==> src/rtl/fetch_sequencer.sv <==
// Instruction fetch sequencer: streams 64-bit words from the ITCM into the
// instruction FIFO, with a one-entry skid buffer, redirect and region-fault handling.
module fetch_sequencer #(
  parameter int          AW       = 14,
  parameter logic [63:0] RESET_PC = 64'h8000_0000
) (
  input  logic          CLK,
  input  logic          RST,
  output logic          itcm_en,
  output logic [AW-1:0] itcm_addr,
  input  logic [63:0]   itcm_rdata,
  input  logic          redirect_valid,
  input  logic [63:0]   redirect_pc,
  input  logic          fifo_full,
  output logic          fifo_push,
  output logic [63:0]   fifo_data,
  output logic [63:0]   fifo_pc,
  output logic          fetch_fault
);

  typedef enum logic [1:0] {IDLE, FETCH, HOLD, FAULT} state_t;

  localparam logic [63:0] PC_MASK = ~64'h7;

  state_t      state_q, state_d;
  logic [63:0] pc_q, pc_d;
  logic        inflight_q, inflight_d;
  logic [63:0] issue_pc_q, issue_pc_d;
  logic [63:0] skid_data_q, skid_data_d;
  logic [63:0] skid_pc_q, skid_pc_d;
  logic        in_range;

  assign in_range  = (pc_q[63:AW+3] == RESET_PC[63:AW+3]);
  assign itcm_addr = pc_q[AW+2:3];

  always_comb begin
    state_d     = state_q;
    pc_d        = pc_q;
    inflight_d  = inflight_q;
    issue_pc_d  = issue_pc_q;
    skid_data_d = skid_data_q;
    skid_pc_d   = skid_pc_q;
    itcm_en     = 1'b0;
    fifo_push   = 1'b0;
    fifo_data   = 64'd0;
    fifo_pc     = 64'd0;
    fetch_fault = (state_q == FAULT) && !redirect_valid;

    if (redirect_valid) begin
      // Redirect wins everywhere: returning and skidded words are dropped.
      pc_d       = redirect_pc & PC_MASK;
      inflight_d = 1'b0;
      state_d    = FETCH;
    end else begin
      case (state_q)
        IDLE: state_d = FETCH;

        FETCH: begin
          if (inflight_q) begin
            if (!fifo_full) begin
              fifo_push = 1'b1;
              fifo_data = itcm_rdata;
              fifo_pc   = issue_pc_q;
            end else begin
              skid_data_d = itcm_rdata;
              skid_pc_d   = issue_pc_q;
              state_d     = HOLD;
            end
          end
          inflight_d = !fifo_full && in_range;
          if (!fifo_full && in_range) begin
            itcm_en    = 1'b1;
            issue_pc_d = pc_q;
            pc_d       = (pc_q + 64'd8) & PC_MASK;
          end else if (!fifo_full && !in_range && !inflight_q) begin
            state_d = FAULT;
          end
        end

        HOLD: begin
          fifo_data = skid_data_q;
          fifo_pc   = skid_pc_q;
          if (!fifo_full) begin
            fifo_push = 1'b1;
            state_d   = FETCH;
          end else begin
            fifo_data = 64'd0;
            fifo_pc   = 64'd0;
          end
        end

        default: ;
      endcase
    end
  end

  always_ff @(posedge CLK or posedge RST) begin
    if (RST) begin
      state_q    <= IDLE;
      pc_q       <= RESET_PC & PC_MASK;
      inflight_q <= 1'b0;
    end else begin
      state_q    <= state_d;
      pc_q       <= pc_d;
      inflight_q <= inflight_d;
    end
  end

  // Data-only holding registers; their validity is tracked by inflight_q / HOLD.
  always_ff @(posedge CLK) begin
    issue_pc_q  <= issue_pc_d;
    skid_data_q <= skid_data_d;
    skid_pc_q   <= skid_pc_d;
  end

endmodule

==> config.mk <==
export PLATFORM = sky130hd
export DESIGN_NAME = fetch_sequencer
export DESIGN_NICKNAME = d
export VERILOG_FILES = /design/src/rtl/fetch_sequencer.sv
export SDC_FILE = /design/constraint.sdc
export NUM_CORES = 1
export LEC_CHECK = 0
export CAP_MARGIN = 20
export CORE_MARGIN = 1.5
export CORE_UTILIZATION = 49
export CTS_CLUSTER_SIZE = 8
export DETAILED_ROUTE_END_ITERATION = 16
export HOLD_SLACK_MARGIN = 0.02
export PLACE_DENSITY_LB_ADDON = 0.08
export RECOVER_POWER = 50
export SLEW_MARGIN = 20
export SYNTH_ARGS = -nofsm -noshare
export SYNTH_HDL_FRONTEND = slang
export SYNTH_SLANG_ARGS = --single-unit
==> constraint.sdc <==
create_clock -name CLK -period 8.1 [get_ports CLK]
set_input_delay 0.81 -clock CLK [delete_from_list [all_inputs] [get_ports CLK]]
set_output_delay 0.81 -clock CLK [all_outputs]
set_load 0.05 [all_outputs]
==> run metrics <==
gpl congestion=0.7856; worst path buffer plus inverter count=5; vias per cell=5.445; Top delay family on crit path=buffers and inverters; HPWL Detailed=15,880 um; hold_ws=443.2 ps; CP Class=in2out; mux cell area share after synthesis=0.05246; Max FO, Critical Path=94; Final Total Pwr=3.014 mW; Placeable Area=20,360 um2; Compound-Gate Fraction of Synth Area=0.1121; clock buffer depth=3; main combinational cell family by area after synthesis=compound AO/OA/AOI/OAI gates; fin nets=1,138; Worst R2R Setup Slack=4560 ps; CP max stage cell=nand2_4; slowest cell delay on critical path=960 ps; worst r2r src=state_q[1]; Final setup viols=0; Fin. Hold Viols=0; Post-synth EDFFs=186; Avg Cell Area, Syn=13.67 um2; Post-Route WL=24,920 um; vias in the first global route=6,970; Async S/R FF share, synth=0.2560; largest net degree at the start of global routing=95; post-synth cell types=41; Yosys reg bits=250; VDD IR max=0.0001721 V; Crit. End Element=output pin; layout cell share with drive strength beyond 1=0.1012; Tcrit/Tclk final=0.6482; gr ovfl total=0; via count=7,095; Tmin final=5250 ps; Critical Path AT=4440 ps; run status=finished with violations; Final ANT Viol Nets=0; Crit. Startpoint=redirect_valid; worst min path class=reg2reg; Slew @ Worst Pin=3574 ps; cell chain of the critical path=buf_2 -> buf_4 -> inv_1 -> nand2_4 -> buf_4 -> nor2_1 -> clkdlybuf4s50_1; die area=21,810 um2; xor/xnor cell area share of the yosys netlist=0.0008541; RSZ-0062 raised after global routing=false; Wirelength per Cell=19.13 um; H-tree Lvls=2; Simple-Gate Fraction of Synth Area=0.09151; Synth Area in Adders=0.006101; Area Growth Syn to Fin=37.86%; CTS root buf=clkbuf_16; Clock transition at path regs=50 ps; Vert. Die Dim=147.7 um; drt drc=0; leakage=4.673 nW; Initial Util=0.5036; Die X=147.7 um; TritonCTS buffer count=37; YS warnings=0; # clock sinks=250; Max-cap violations=2; number of cells produced by synthesis=750; Power Density=213.2 nW/um2; first-pass GRT wire length=39,320 um; Post-Route Setup TNS=0 ps; Seq/Total Area, Yosys=0.7010; IO Pins=277; Startpoint Class=primary input; Hold Crit Start=issue_pc_q[22]; Slew Viols, Final=111; Starting DRT DRC Count=367; Clock Latency Late Sink=500 ps; CTS tree=yes; # Post-CTS Setup Buffers=0; GRT Total Usage=0.2297; Post-synth top flop=edfxtp_1; Fin Clk Skew=18.16 ps; Post-Syn Area=10,250 um2; post-layout util=0.6942; Max Freq=190.5 MHz; Resize count post-CTS=0; Req. time, crit path=7290 ps; Slew headroom=-1.383; Crit path top cell by count=buf_4; finished layout cell area=14,140 um2; Core Rows=52; failing checks=max-capacitance violations, max-slew violations; initial antenna violation count=2; TritonRoute pass-1 iters=5; cts hold-fix bufs=0; placed instance area=13,080 um2; Port Buffers=270
==> power breakdown <==
part / total (mW) / leakage [nW] / internal [mW] / switching [mW]
logic: 0.196 / 1.76 / 0.0918 / 0.105
clock network: 1.37 / 0.500 / 0.854 / 0.520
registers: 1.44 / 2.41 / 1.41 / 0.0320
total: 3.01 / 4.67 / 2.36 / 0.657
==> per-stage QoR <==
stage	std cells	setup WS, ps
global placement	1231	2788
global route	1298	2530
CTS	1298	2777
finish	1303	2850
detailed placement	1232	2768
floorplan	752	1076
==> layout make-up <==
class                   instances  area, um2
diodes                          5      12.51
clock buffers                  63       1023
clock inverters                 3      26.28
fillers                      1547       6227
inverters                       8      30.03
multi-input cells             424       2741
flip-flops and latches        250       7188
well taps                     270      337.8
repair buffers                280       2778
==> cells in the final DEF (no fill, tap or decap), types with 3 or more instances in the layout <==
cell type          n
inv_1              7
clkbuf_16         37
mux2_2            46
conb_1             3
or4_1              8
a22oi_1          126
clkdlybuf4s50_1  189
clkbuf_1          28
a21oi_1            3
nor2b_1            3
diode_2            5
o21ai_0            7
o31ai_1            5
nand3_1           10
nand2_1           14
ha_1               5
or3_1              6
nor2_1           139
edfxtp_1         186
a31oi_1           11
buf_4              7
dfrtp_1           63
nand4_1            4
nor4_1             9
dlygate4sd3_1     80
==> synthesized netlist by cell type, types with 3 or more instances <==
master      n  area, um2
o21ai_0     7      35.03
nand4_1     4      25.02
or4_1       8      60.06
nor2b_1     4      25.02
nor4_1      9      56.30
a21oi_1     3      15.01
nor2_1    141      529.3
or3_1       6      37.54
inv_1       8      30.03
dfrtp_1    63       1577
buf_4      17      127.6
nand2_1    15      56.30
a22oi_1   126      945.9
buf_1       7      26.28
o31ai_1     5      37.54
nand3_1    10      50.05
edfxtp_1  186       5585
clkbuf_1   44      165.2
ha_1        5      62.56
mux2_2     46      518.0
a31oi_1    11      68.82
==> state kept, by name, summed over array words and instances (netlist names) <==
name	flops
skid_data_q	64
issue_pc_q	61
inflight_q	1
pc_q	61
state_q	2
skid_pc_q	61
==> worst paths after layout <==
| path | to | cells after the start |
|---|---|---|
| hold / removal | skid_pc_q[22] | 0 |
| setup reg to reg | issue_pc_q[10] | 7 |
| hold reg to reg | skid_pc_q[22] | 0 |
| max in group asynchronous | pc_q[19] | 3 |
| min in group asynchronous | state_q[0] | 3 |
| setup / recovery | fifo_data[33] | 7 |
==> metal layers <==
layer / up-vias / global-route usage / wire length [um]
li1: 3356 / - / -
met1: 3471 / 0.3132 / 10570
met2: 238 / 0.3685 / 12080
met3: 30 / 0.05833 / 1888
met4: 0 / 0.06250 / 381
met5: - / 0 / 0
==> kinds of logic (layout without fill, tap and decap cells) <==
group,Yosys count,count (layout)
other,1,8
multiplexers,48,48
XOR/XNOR,1,1
buffers and inverters,78,354
AND/OR/NAND/NOR,209,209
adder cells (fa/ha/maj),5,5
AO/OA/AOI/OAI,158,158
flip-flops,250,250
==> worst register-to-register path, stage by stage (launching register included) <==
cell and delay, ps:
dfrtp_1 420, inv_1 130, ha_1 260, nor2b_1 290, nand3_1 100, or4_1 850
nor2_4 420, buf_4 650
(Power assumes the default switching activity.)
